--- config.mk ---
export PLATFORM = sky130hd
export DESIGN_NAME = debug_host_link
export DESIGN_NICKNAME = d
export VERILOG_FILES = /design/src/rtl/debug_link_pkg.sv /design/src/rtl/debug_word_assembler.sv /design/src/rtl/debug_host_link.sv
export SDC_FILE = /design/constraint.sdc
export NUM_CORES = 1
export LEC_CHECK = 0
export CELL_PAD_IN_SITES_DETAIL_PLACEMENT = 0
export CELL_PAD_IN_SITES_GLOBAL_PLACEMENT = 1
export CORE_MARGIN = 2
export CORE_UTILIZATION = 45
export CTS_CLUSTER_DIAMETER = 150
export DETAILED_ROUTE_END_ITERATION = 12
export GPL_TIMING_DRIVEN = 1
export PLACE_DENSITY = 0.83
export SLEW_MARGIN = 25
export SYNTH_ARGS = -nofsm -noshare
export SYNTH_HDL_FRONTEND = slang
export SYNTH_SLANG_ARGS = --single-unit
--- constraint.sdc ---
create_clock -name i_clock -period 3.6 [get_ports i_clock]
set_input_delay 0.72 -clock i_clock [delete_from_list [all_inputs] [get_ports i_clock]]
set_output_delay 0.72 -clock i_clock [all_outputs]
set_load 0.01 [all_outputs]
--- src/rtl/debug_link_pkg.sv ---
// Shared encodings for the host side of the debug-unit UART link.
package debug_link_pkg;

  typedef enum logic [1:0] {
    OP_LOAD = 2'd0,
    OP_RUN  = 2'd1,
    OP_STEP = 2'd2,
    OP_RSVD = 2'd3
  } cmd_e;

  localparam logic [7:0] LOAD_HDR   = 8'hFF;
  localparam logic [7:0] MODE_DEBUG = 8'hFF;
  localparam logic [7:0] MODE_RUN   = 8'h0F;
  localparam logic [7:0] CMD_STEP   = 8'hAA;

  typedef enum logic [2:0] {
    ST_IDLE,
    ST_LD_HDR,
    ST_LD_FETCH,
    ST_LD_BYTE,
    ST_MODE,
    ST_CMD,
    ST_RX_COLLECT,
    ST_ERR
  } state_e;

  function automatic int bytes_per_word(input int word_w, input int byte_w);
    return word_w / byte_w;
  endfunction

  localparam int BYTES_PER_WORD = bytes_per_word(32, 8);

endpackage

--- src/rtl/debug_word_assembler.sv ---
// MSB-first byte-to-word shifter; pulses word_valid one cycle after the last byte of a word.
module debug_word_assembler
  import debug_link_pkg::*;
#(
  parameter int DATA_WIDTH = 32,
  parameter int BYTE_WIDTH = 8
) (
  input  logic                  gclk,
  input  logic                  grst_n,
  input  logic                  clear,
  input  logic                  byte_valid,
  input  logic [BYTE_WIDTH-1:0] byte_data,
  output logic [DATA_WIDTH-1:0] word,
  output logic                  word_valid
);

  localparam int BPW = bytes_per_word(DATA_WIDTH, BYTE_WIDTH);
  localparam int CW  = (BPW > 1) ? $clog2(BPW) : 1;
  localparam logic [CW-1:0] LAST = CW'(BPW - 1);

  logic [DATA_WIDTH-1:0] acc;
  logic [DATA_WIDTH-1:0] next_acc;
  logic [CW-1:0]         cnt;

  assign next_acc = (acc << BYTE_WIDTH) | DATA_WIDTH'(byte_data);

  always_ff @(posedge gclk or negedge grst_n) begin
    if (!grst_n) begin
      acc        <= '0;
      cnt        <= '0;
      word       <= '0;
      word_valid <= 1'b0;
    end else begin
      word_valid <= 1'b0;
      if (clear) begin
        acc <= '0;
        cnt <= '0;
      end else if (byte_valid) begin
        acc <= next_acc;
        if (cnt == LAST) begin
          cnt        <= '0;
          word       <= next_acc;
          word_valid <= 1'b1;
        end else begin
          cnt <= cnt + CW'(1);
        end
      end
    end
  end

endmodule

--- src/rtl/debug_host_link.sv ---
// Host-side initiator for the debug-unit UART link: program download, mode select,
// step/run commands and reassembly of the PC/register/memory dump.
module debug_host_link
  import debug_link_pkg::*;
#(
  parameter int DATA_WIDTH      = 32,
  parameter int DATA_WIDTH_UART = 8,
  parameter int N_REGS          = 32,
  parameter int N_MEM           = 32,
  parameter int TIMEOUT_CYCLES  = 2000000
) (
  input  logic                       i_clock,
  input  logic                       i_reset,
  input  logic                       i_cmd_valid,
  input  logic [1:0]                 i_cmd,
  input  logic [DATA_WIDTH-1:0]      i_word,
  input  logic                       i_word_valid,
  output logic                       o_word_ready,
  input  logic                       i_tx_done,
  input  logic                       i_rx_done,
  input  logic [DATA_WIDTH_UART-1:0] i_rx_data,
  output logic                       o_tx_signal,
  output logic [DATA_WIDTH_UART-1:0] o_tx_result,
  output logic                       o_resp_valid,
  output logic [DATA_WIDTH-1:0]      o_resp_word,
  output logic [6:0]                 o_resp_index,
  output logic                       o_busy,
  output logic                       o_done,
  output logic                       o_error
);

  localparam int BPW = bytes_per_word(DATA_WIDTH, DATA_WIDTH_UART);
  localparam int CW  = (BPW > 1) ? $clog2(BPW) : 1;
  localparam int TW  = $clog2(TIMEOUT_CYCLES + 1);
  localparam logic [CW-1:0] LAST_BYTE = CW'(BPW - 1);
  localparam logic [TW-1:0] TO_LAST   = TW'(TIMEOUT_CYCLES - 1);
  localparam logic [6:0]    LAST_IDX  = 7'(N_REGS + N_MEM);

  state_e                state;
  logic [DATA_WIDTH-1:0] ld_shift;
  logic                  ld_halt;
  logic [CW-1:0]         byte_cnt;
  logic [TW-1:0]         to_cnt;
  logic [6:0]            idx;
  logic                  rx_take;
  logic                  asm_clear;
  logic                  asm_valid;
  logic [DATA_WIDTH-1:0] asm_word;

  // Bytes arriving outside a dump are dropped before they reach the shifter.
  assign rx_take   = (state == ST_RX_COLLECT) && i_rx_done;
  assign asm_clear = ((state == ST_CMD) && i_tx_done) || (state == ST_ERR);

  assign o_word_ready = (state == ST_LD_FETCH) && i_word_valid;
  assign o_busy       = (state != ST_IDLE);
  assign o_resp_valid = asm_valid;
  assign o_resp_word  = asm_word;
  assign o_resp_index = idx;

  debug_word_assembler #(
    .DATA_WIDTH (DATA_WIDTH),
    .BYTE_WIDTH (DATA_WIDTH_UART)
  ) u_asm (
    .gclk       (i_clock),
    .grst_n     (i_reset),
    .clear      (asm_clear),
    .byte_valid (rx_take),
    .byte_data  (i_rx_data),
    .word       (asm_word),
    .word_valid (asm_valid)
  );

  always_ff @(posedge i_clock or negedge i_reset) begin
    if (!i_reset) begin
      state       <= ST_IDLE;
      o_tx_signal <= 1'b0;
      o_tx_result <= '0;
      o_done      <= 1'b0;
      o_error     <= 1'b0;
      ld_shift    <= '0;
      ld_halt     <= 1'b0;
      byte_cnt    <= '0;
      to_cnt      <= '0;
      idx         <= '0;
    end else begin
      o_tx_signal <= 1'b0;
      o_done      <= 1'b0;
      case (state)
        ST_IDLE: begin
          if (i_cmd_valid) begin
            case (cmd_e'(i_cmd))
              OP_LOAD: begin
                o_error     <= 1'b0;
                o_tx_signal <= 1'b1;
                o_tx_result <= DATA_WIDTH_UART'(LOAD_HDR);
                state       <= ST_LD_HDR;
              end
              OP_RUN: begin
                o_error     <= 1'b0;
                o_tx_signal <= 1'b1;
                o_tx_result <= DATA_WIDTH_UART'(MODE_RUN);
                state       <= ST_CMD;
              end
              OP_STEP: begin
                o_error     <= 1'b0;
                o_tx_signal <= 1'b1;
                o_tx_result <= DATA_WIDTH_UART'(CMD_STEP);
                state       <= ST_CMD;
              end
              default: ;
            endcase
          end
        end
        ST_LD_HDR: begin
          if (i_tx_done) state <= ST_LD_FETCH;
        end
        ST_LD_FETCH: begin
          if (i_word_valid) begin
            o_tx_signal <= 1'b1;
            o_tx_result <= i_word[DATA_WIDTH-1 -: DATA_WIDTH_UART];
            ld_shift    <= i_word << DATA_WIDTH_UART;
            ld_halt     <= (i_word == '0);
            byte_cnt    <= '0;
            state       <= ST_LD_BYTE;
          end
        end
        ST_LD_BYTE: begin
          if (i_tx_done) begin
            if (byte_cnt == LAST_BYTE) begin
              // An all-zero word is the program terminator.
              if (ld_halt) begin
                o_tx_signal <= 1'b1;
                o_tx_result <= DATA_WIDTH_UART'(MODE_DEBUG);
                state       <= ST_MODE;
              end else begin
                state <= ST_LD_FETCH;
              end
            end else begin
              o_tx_signal <= 1'b1;
              o_tx_result <= ld_shift[DATA_WIDTH-1 -: DATA_WIDTH_UART];
              ld_shift    <= ld_shift << DATA_WIDTH_UART;
              byte_cnt    <= byte_cnt + CW'(1);
            end
          end
        end
        ST_MODE: begin
          if (i_tx_done) begin
            o_done <= 1'b1;
            state  <= ST_IDLE;
          end
        end
        ST_CMD: begin
          if (i_tx_done) begin
            to_cnt <= '0;
            idx    <= '0;
            state  <= ST_RX_COLLECT;
          end
        end
        ST_RX_COLLECT: begin
          // A byte landing on the timeout cycle still counts and restarts the window.
          if (i_rx_done)              to_cnt <= '0;
          else if (to_cnt == TO_LAST) state  <= ST_ERR;
          else                        to_cnt <= to_cnt + TW'(1);
          if (asm_valid) begin
            idx <= idx + 7'd1;
            if (idx == LAST_IDX) begin
              o_done <= 1'b1;
              state  <= ST_IDLE;
            end
          end
        end
        ST_ERR: begin
          o_error <= 1'b1;
          state   <= ST_IDLE;
        end
        default: state <= ST_IDLE;
      endcase
    end
  end

endmodule

==> impl_metrics.json, run 1 <==
{
  "status": "completed",
  "r2r-start": "state[1]",
  "cts-root-buf": "clkbuf_16",
  "timing_worst_setup_path_type": "in -> out",
  "ys_types": 55,
  "reg2regPathDepth": 4,
  "synth.top_cell.area_share": 0.540,
  "r2r_slack_ns": 1.27,
  "grt_pass1_vias": 4579,
  "place_congestion": 0.788,
  "fillers": 1090,
  "vias_per_cell": 5.55,
  "drive_above_1_share": 0.149,
  "cts_tree": "yes",
  "syn_area_sq_um": 5930,
  "final_common_cell": "dfrtp_1",
  "ys_seq_area_frac": 0.540,
  "die_x_microns": 119,
  "peakVddDrop_v": 0.000364,
  "slew_violations": 0,
  "dieArea_sq_um": 14100,
  "dieHeight_microns": 119,
  "ios": 101,
  "startpoint": "i_word_valid",
  "nNetsFinal": 675,
  "synth_cells": 521,
  "cts_sinks": 128,
  "fp-row-count": 41,
  "cts_max_path_buffers": 2,
  "cp_data_required_time_ns": 2.88,
  "synth_nets": 580,
  "io_buffers": 100,
  "synth_ff_type": "dfrtp_1",
  "cts_resized": 0,
  "core_sq_um": 12700,
  "start_kind": "primary input",
  "worst_pin_slew_ns": 0.948,
  "multi_input_area_sq_um": 2550,
  "drt_wl_total_microns": 13200,
  "clk_latency_ns": 0.42,
  "r2r-end": "u_asm.word[9]",
  "pre_cts_slack_ns": 0.586,
  "seq_area_sq_um": 3200,
  "area_growth_pct": 29.9,
  "path_clk_slew_ns": 0.06,
  "synth_seq_cells": 128,
  "finClkSkew_ns": 0.00886,
  "fmax_ghz": 0.330,
  "grt_pass1_wl_microns": 22900,
  "cp_max_fo": 11,
  "hold_viol_final": 0,
  "vias": 4445,
  "layout_common_cells": "128 x dfrtp_1, 99 x clkdlybuf4s50_1, 52 x o21ai_0",
  "grt_use_total": 0.201,
  "rsz0062_at_grt": "no",
  "cts_buffers": 17,
  "fin_tns_setup_ns": 0,
  "post-dp-hpwl_microns": 8800,
  "synth_warnings": 0,
  "syn_avg_cell_area_sq_um": 11.4,
  "antenna_found_initial": 0,
  "postSynth.asyncResetShare": 1.00,
  "arrival_ns": 2.31,
  "synth_top_area_cell": "dfrtp_1",
  "drv_cap": 0,
  "drtAntennaViolNets": 0,
  "antenna_cells": 0,
  "firstDrtPassIters": 6,
  "post_cts_buffers": 0,
  "fin_crit_ns": 3.03,
  "cellPowerDensity_nw_per_um2": 714,
  "worst_slack_ns": 0.569,
  "htreeDepth": 4,
  "hp-class": "in -> async",
  "grt_max_degree": 129,
  "setup_violations": 0,
  "start_util": 0.466,
  "fin_crit_sh": 0.842,
  "drt-initial-drc-count": 278,
  "synth_area_leaders": "dfrtp_1 54%, mux2_2 7.8%, a22o_1 5.0%",
  "drc_errors": 0,
  "end_kind": "output pin",
  "power.leakage_nw": 3.50,
  "final_util": 0.606,
  "grt-ovfl-total": 0,
  "synth_edf_count": 0,
  "max-slew-margin-rel": 0.366,
  "p_total_w": 0.00550,
  "hold_buffers": 0,
  "wl_per_cell_microns": 16.5
}
## worst max-delay path, stage by stage
cell             delay (ns)
clkdlybuf4s50_1        0.50
nand2b_1               0.10
nor3b_1                0.20
buf_4                  0.23
clkdlybuf4s50_1        0.56
## metrics by stage
step	cell area, sq um	std cells	hold slack [ns]
floorplan	5930	521	0.424
finish	7710	801	0.396
CTS	7710	801	0.440
global route	7710	801	0.461
global placement	7060	769	0.453
detailed placement	7060	769	0.462
## logic make-up (layout without fill, tap and decap cells)
logic type	count (synthesis)	count (layout)	share of synthesized area
AOI/OAI and AO/OA	135	135	0.153
xor gates and xnor gates	7	7	0.0103
adders and majority gates	11	11	0.0232
buffers and inverters	38	146	0.0306
DFF	128	128	0.540
muxes	59	59	0.108
and+or+nand+nor	143	143	0.134
## area by class of cell
type	instances	share of cell area
clock inverter	12	0.0235
tap	172	0.0279
timing repair buffer	108	0.139
clock buffer	20	0.0606
inverter	6	0.00292
multi-input combinational	355	0.330
sequential	128	0.416
## routing by layer
| layer | wire length, microns | global-route usage | vias up |
|---|---|---|---|
| met5 | 0 | 0 | - |
| met4 | 204 | 0.0796 | 0 |
| met1 | 6190 | 0.276 | 2213 |
| li1 | - | - | 2116 |
| met2 | 6280 | 0.305 | 104 |
| met3 | 567 | 0.0536 | 12 |
## state kept, by name, summed over array words and instances (netlist names)
signal / flops
to_cnt: 21
o_tx_signal: 1
state: 3
o_resp_index: 7
u_asm.acc: 24
o_error: 1
u_asm.word_valid: 1
byte_cnt: 2
ld_halt: 1
u_asm.word: 32
o_tx_result: 8
u_asm.cnt: 2
ld_shift: 24
o_done: 1
## report_power, final
| group | leakage (nW) | internal, W | switching [W] |
|---|---|---|---|
| Clock | 0.305 | 0.00122 | 0.000635 |
| Combinational | 1.50 | 0.000766 | 0.000759 |
| Sequential | 1.70 | 0.00181 | 0.000309 |
| Total | 3.50 | 0.00380 | 0.00170 |
## cell usage after synthesis, types with 4 or more instances
| cell type | number |
|---|---|
| o31ai_1 | 16 |
| nor2b_1 | 5 |
| nand4_1 | 9 |
| nor2_1 | 17 |
| a22o_1 | 34 |
| a31oi_1 | 4 |
| nor4_1 | 9 |
| o21ai_0 | 52 |
| mux2i_1 | 18 |
| mux2_2 | 41 |
| ha_1 | 11 |
| dfrtp_1 | 128 |
| nand2_1 | 44 |
| buf_2 | 19 |
| nand3_1 | 12 |
| inv_1 | 6 |
| clkbuf_1 | 10 |
| and3_1 | 6 |
| a21oi_1 | 10 |
| o221ai_1 | 6 |
| nor3_1 | 5 |
| nand2b_1 | 8 |
| xor2_1 | 4 |
## worst max path at each step
stage                         to  slack, ns  depth (start not counted)
floorplan           o_word_ready       1.46                          3
global placement    o_word_ready       0.57                          5
detailed placement  o_word_ready       0.59                          5
CTS                 o_word_ready       0.57                          5
global route        o_word_ready       0.46                          5
finish              o_word_ready       0.57                          5
(Power assumes the default switching activity.)
==> run 2: changes to the inputs <==
--- a/config.mk
+++ b/config.mk
@@ -8,11 +8,11 @@
 export CELL_PAD_IN_SITES_DETAIL_PLACEMENT = 0
 export CELL_PAD_IN_SITES_GLOBAL_PLACEMENT = 1
 export CORE_MARGIN = 2
-export CORE_UTILIZATION = 45
+export CORE_UTILIZATION = 38
 export CTS_CLUSTER_DIAMETER = 150
 export DETAILED_ROUTE_END_ITERATION = 12
 export GPL_TIMING_DRIVEN = 1
-export PLACE_DENSITY = 0.83
+export PLACE_DENSITY = 0.74
 export SLEW_MARGIN = 25
 export SYNTH_ARGS = -nofsm -noshare
 export SYNTH_HDL_FRONTEND = slang
==> constraint.sdc (replaced) <==
create_clock -name i_clock -period 2.46 [get_ports i_clock]
set_input_delay 0.492 -clock i_clock [delete_from_list [all_inputs] [get_ports i_clock]]
set_output_delay 0.492 -clock i_clock [all_outputs]
set_load 0.01 [all_outputs]
==> impl_metrics.json, run 2 (synthesis gave the netlist of run 1 again) <==
{
  "status": "completed",
  "clk_latency_ns": 0.41,
  "setup_violations": 0,
  "path_clk_slew_ns": 0.06,
  "dieHeight_microns": 129,
  "power.leakage_nw": 3.57,
  "fillers": 1394,
  "worst_pin_slew_ns": 0.638,
  "drt-initial-drc-count": 341,
  "cts-root-buf": "clkbuf_16",
  "grt_pass1_vias": 4634,
  "vias": 4468,
  "vias_per_cell": 5.38,
  "peakVddDrop_v": 0.000475,
  "htreeDepth": 4,
  "largest_register_ffs": 32,
  "drc_errors": 0,
  "wl_per_cell_microns": 16.5,
  "place_congestion": 0.788,
  "drtAntennaViolNets": 0,
  "grt_use_total": 0.178,
  "rsz0062_at_grt": "no",
  "fmax_ghz": 0.431,
  "final_util": 0.513,
  "hp-class": "in -> async",
  "grt-ovfl-total": 0,
  "post-dp-hpwl_microns": 9460,
  "fin_crit_sh": 0.942,
  "fin_crit_ns": 2.32,
  "top_regs": "u_asm.word x32, ld_shift x24, u_asm.acc x24",
  "end_kind": "output pin",
  "cts_max_path_buffers": 2,
  "layout_common_cells": "128 x dfrtp_1, 98 x clkdlybuf4s50_1, 52 x o21ai_0",
  "timing_worst_setup_path_type": "reg -> out",
  "area_growth_pct": 31.6,
  "hold_viol_final": 0,
  "layout.cells.non_filler": 830,
  "largest_register": "u_asm.word",
  "start_kind": "flip-flop",
  "grt_pass1_wl_microns": 23300,
  "cp_data_required_time_ns": 1.97,
  "cts_tree": "yes",
  "start_util": 0.390,
  "reg2regPathDepth": 7,
  "drv_cap": 0,
  "grt_max_degree": 58,
  "cts_buffers": 17,
  "antenna_cells": 0,
  "finClkSkew_ns": 0.00500,
  "drive_above_1_share": 0.167,
  "post-place-cells": 798,
  "io_buffers": 100,
  "arrival_ns": 1.83,
  "holdWs_ns": 0.0480,
  "p_total_w": 0.00788,
  "cts_sinks": 128,
  "fp-row-count": 45,
  "core_sq_um": 15200,
  "nNetsFinal": 688,
  "final_common_cell": "dfrtp_1",
  "antenna_found_initial": 0,
  "max-slew-margin-rel": 0.572,
  "firstDrtPassIters": 5,
  "ios": 101,
  "die_x_microns": 129,
  "cp_max_fo": 13,
  "hold_buffers": 0,
  "cellPowerDensity_nw_per_um2": 1010,
  "post_cts_buffers": 0,
  "slew_violations": 0,
  "dieArea_sq_um": 16600,
  "drt_wl_total_microns": 13700
}
==> run 2: final timing paths <==
check,startpoint,endpoint,slack (ns)
max,state[2],o_busy,0.14
max reg2reg,state[1],to_cnt[19],0.43
max in group asynchronous,i_reset,u_asm.acc[22],1.71
min,i_reset,o_tx_result[5],0.05
min reg2reg,ld_shift[27],ld_shift[27],0.48
min in group i_clock,ld_shift[27],ld_shift[27],0.48
==> run 2: power breakdown <==
| part | switching, W | internal, W | total (W) |
|---|---|---|---|
| Sequential | 0.000423 | 0.00266 | 0.00308 |
| Combinational | 0.00116 | 0.00120 | 0.00236 |
| Clock | 0.000978 | 0.00146 | 0.00244 |
==> run 2: final cells by class <==
cell class                      count  area, sq um  share of cell area
Multi-Input combinational cell    355         2550               0.326
Timing Repair Buffer              121         1220               0.156
Sequential cell                   128         3200               0.410
Inverter                            6         22.5             0.00289
Tap cell                          188          235              0.0301
Clock inverter                     13          129              0.0165
Clock buffer                       19          453              0.0580
==> run 2: layer usage <==
layer  GRT usage  share of wire  vias to the layer above
li1            -              -                     2152
met1       0.247           0.47                     2203
met2       0.268           0.47                       97
met3      0.0486          0.044                       16
met4      0.0665          0.015                        0
met5           0              0                        -
==> run 2: what timing repair did <==
action                                  in CTS  in global routing
hold endpoints to repair                     0                  0
endpoints found under the setup margin       1                  0
gates resized for setup                      1                  0
==> run 2: worst max-delay path, stage by stage, from the launching register on <==
cell and delay (ns):
dfrtp_1 0.51, or3_1 0.41, clkdlybuf4s50_1 0.49
==> run 2: through the flow <==
| step | TNS [ns] | cell area (sq um) | worst slack (ns) |
|---|---|---|---|
| 2_1_floorplan | 0 | 5930 | 0.671 |
| 5_1_grt | 0 | 7810 | 0.0707 |
| 6_report | 0 | 7810 | 0.142 |
| 3_5_place_dp | -0.0119 | 7230 | -0.0119 |
| 3_3_place_gp | -0.0538 | 7230 | -0.0538 |
| 4_1_cts | 0 | 7810 | 0.123 |
==> run 3: changes to the inputs <==
--- a/config.mk
+++ b/config.mk
@@ -5,6 +5,7 @@
 export SDC_FILE = /design/constraint.sdc
 export NUM_CORES = 1
 export LEC_CHECK = 0
+export ABC_CLOCK_PERIOD_IN_PS = 2460
 export CELL_PAD_IN_SITES_DETAIL_PLACEMENT = 0
 export CELL_PAD_IN_SITES_GLOBAL_PLACEMENT = 1
 export CORE_MARGIN = 2
==> results of run 3 <==
The final DEF is identical to that of run 2; final timing and power are the same.
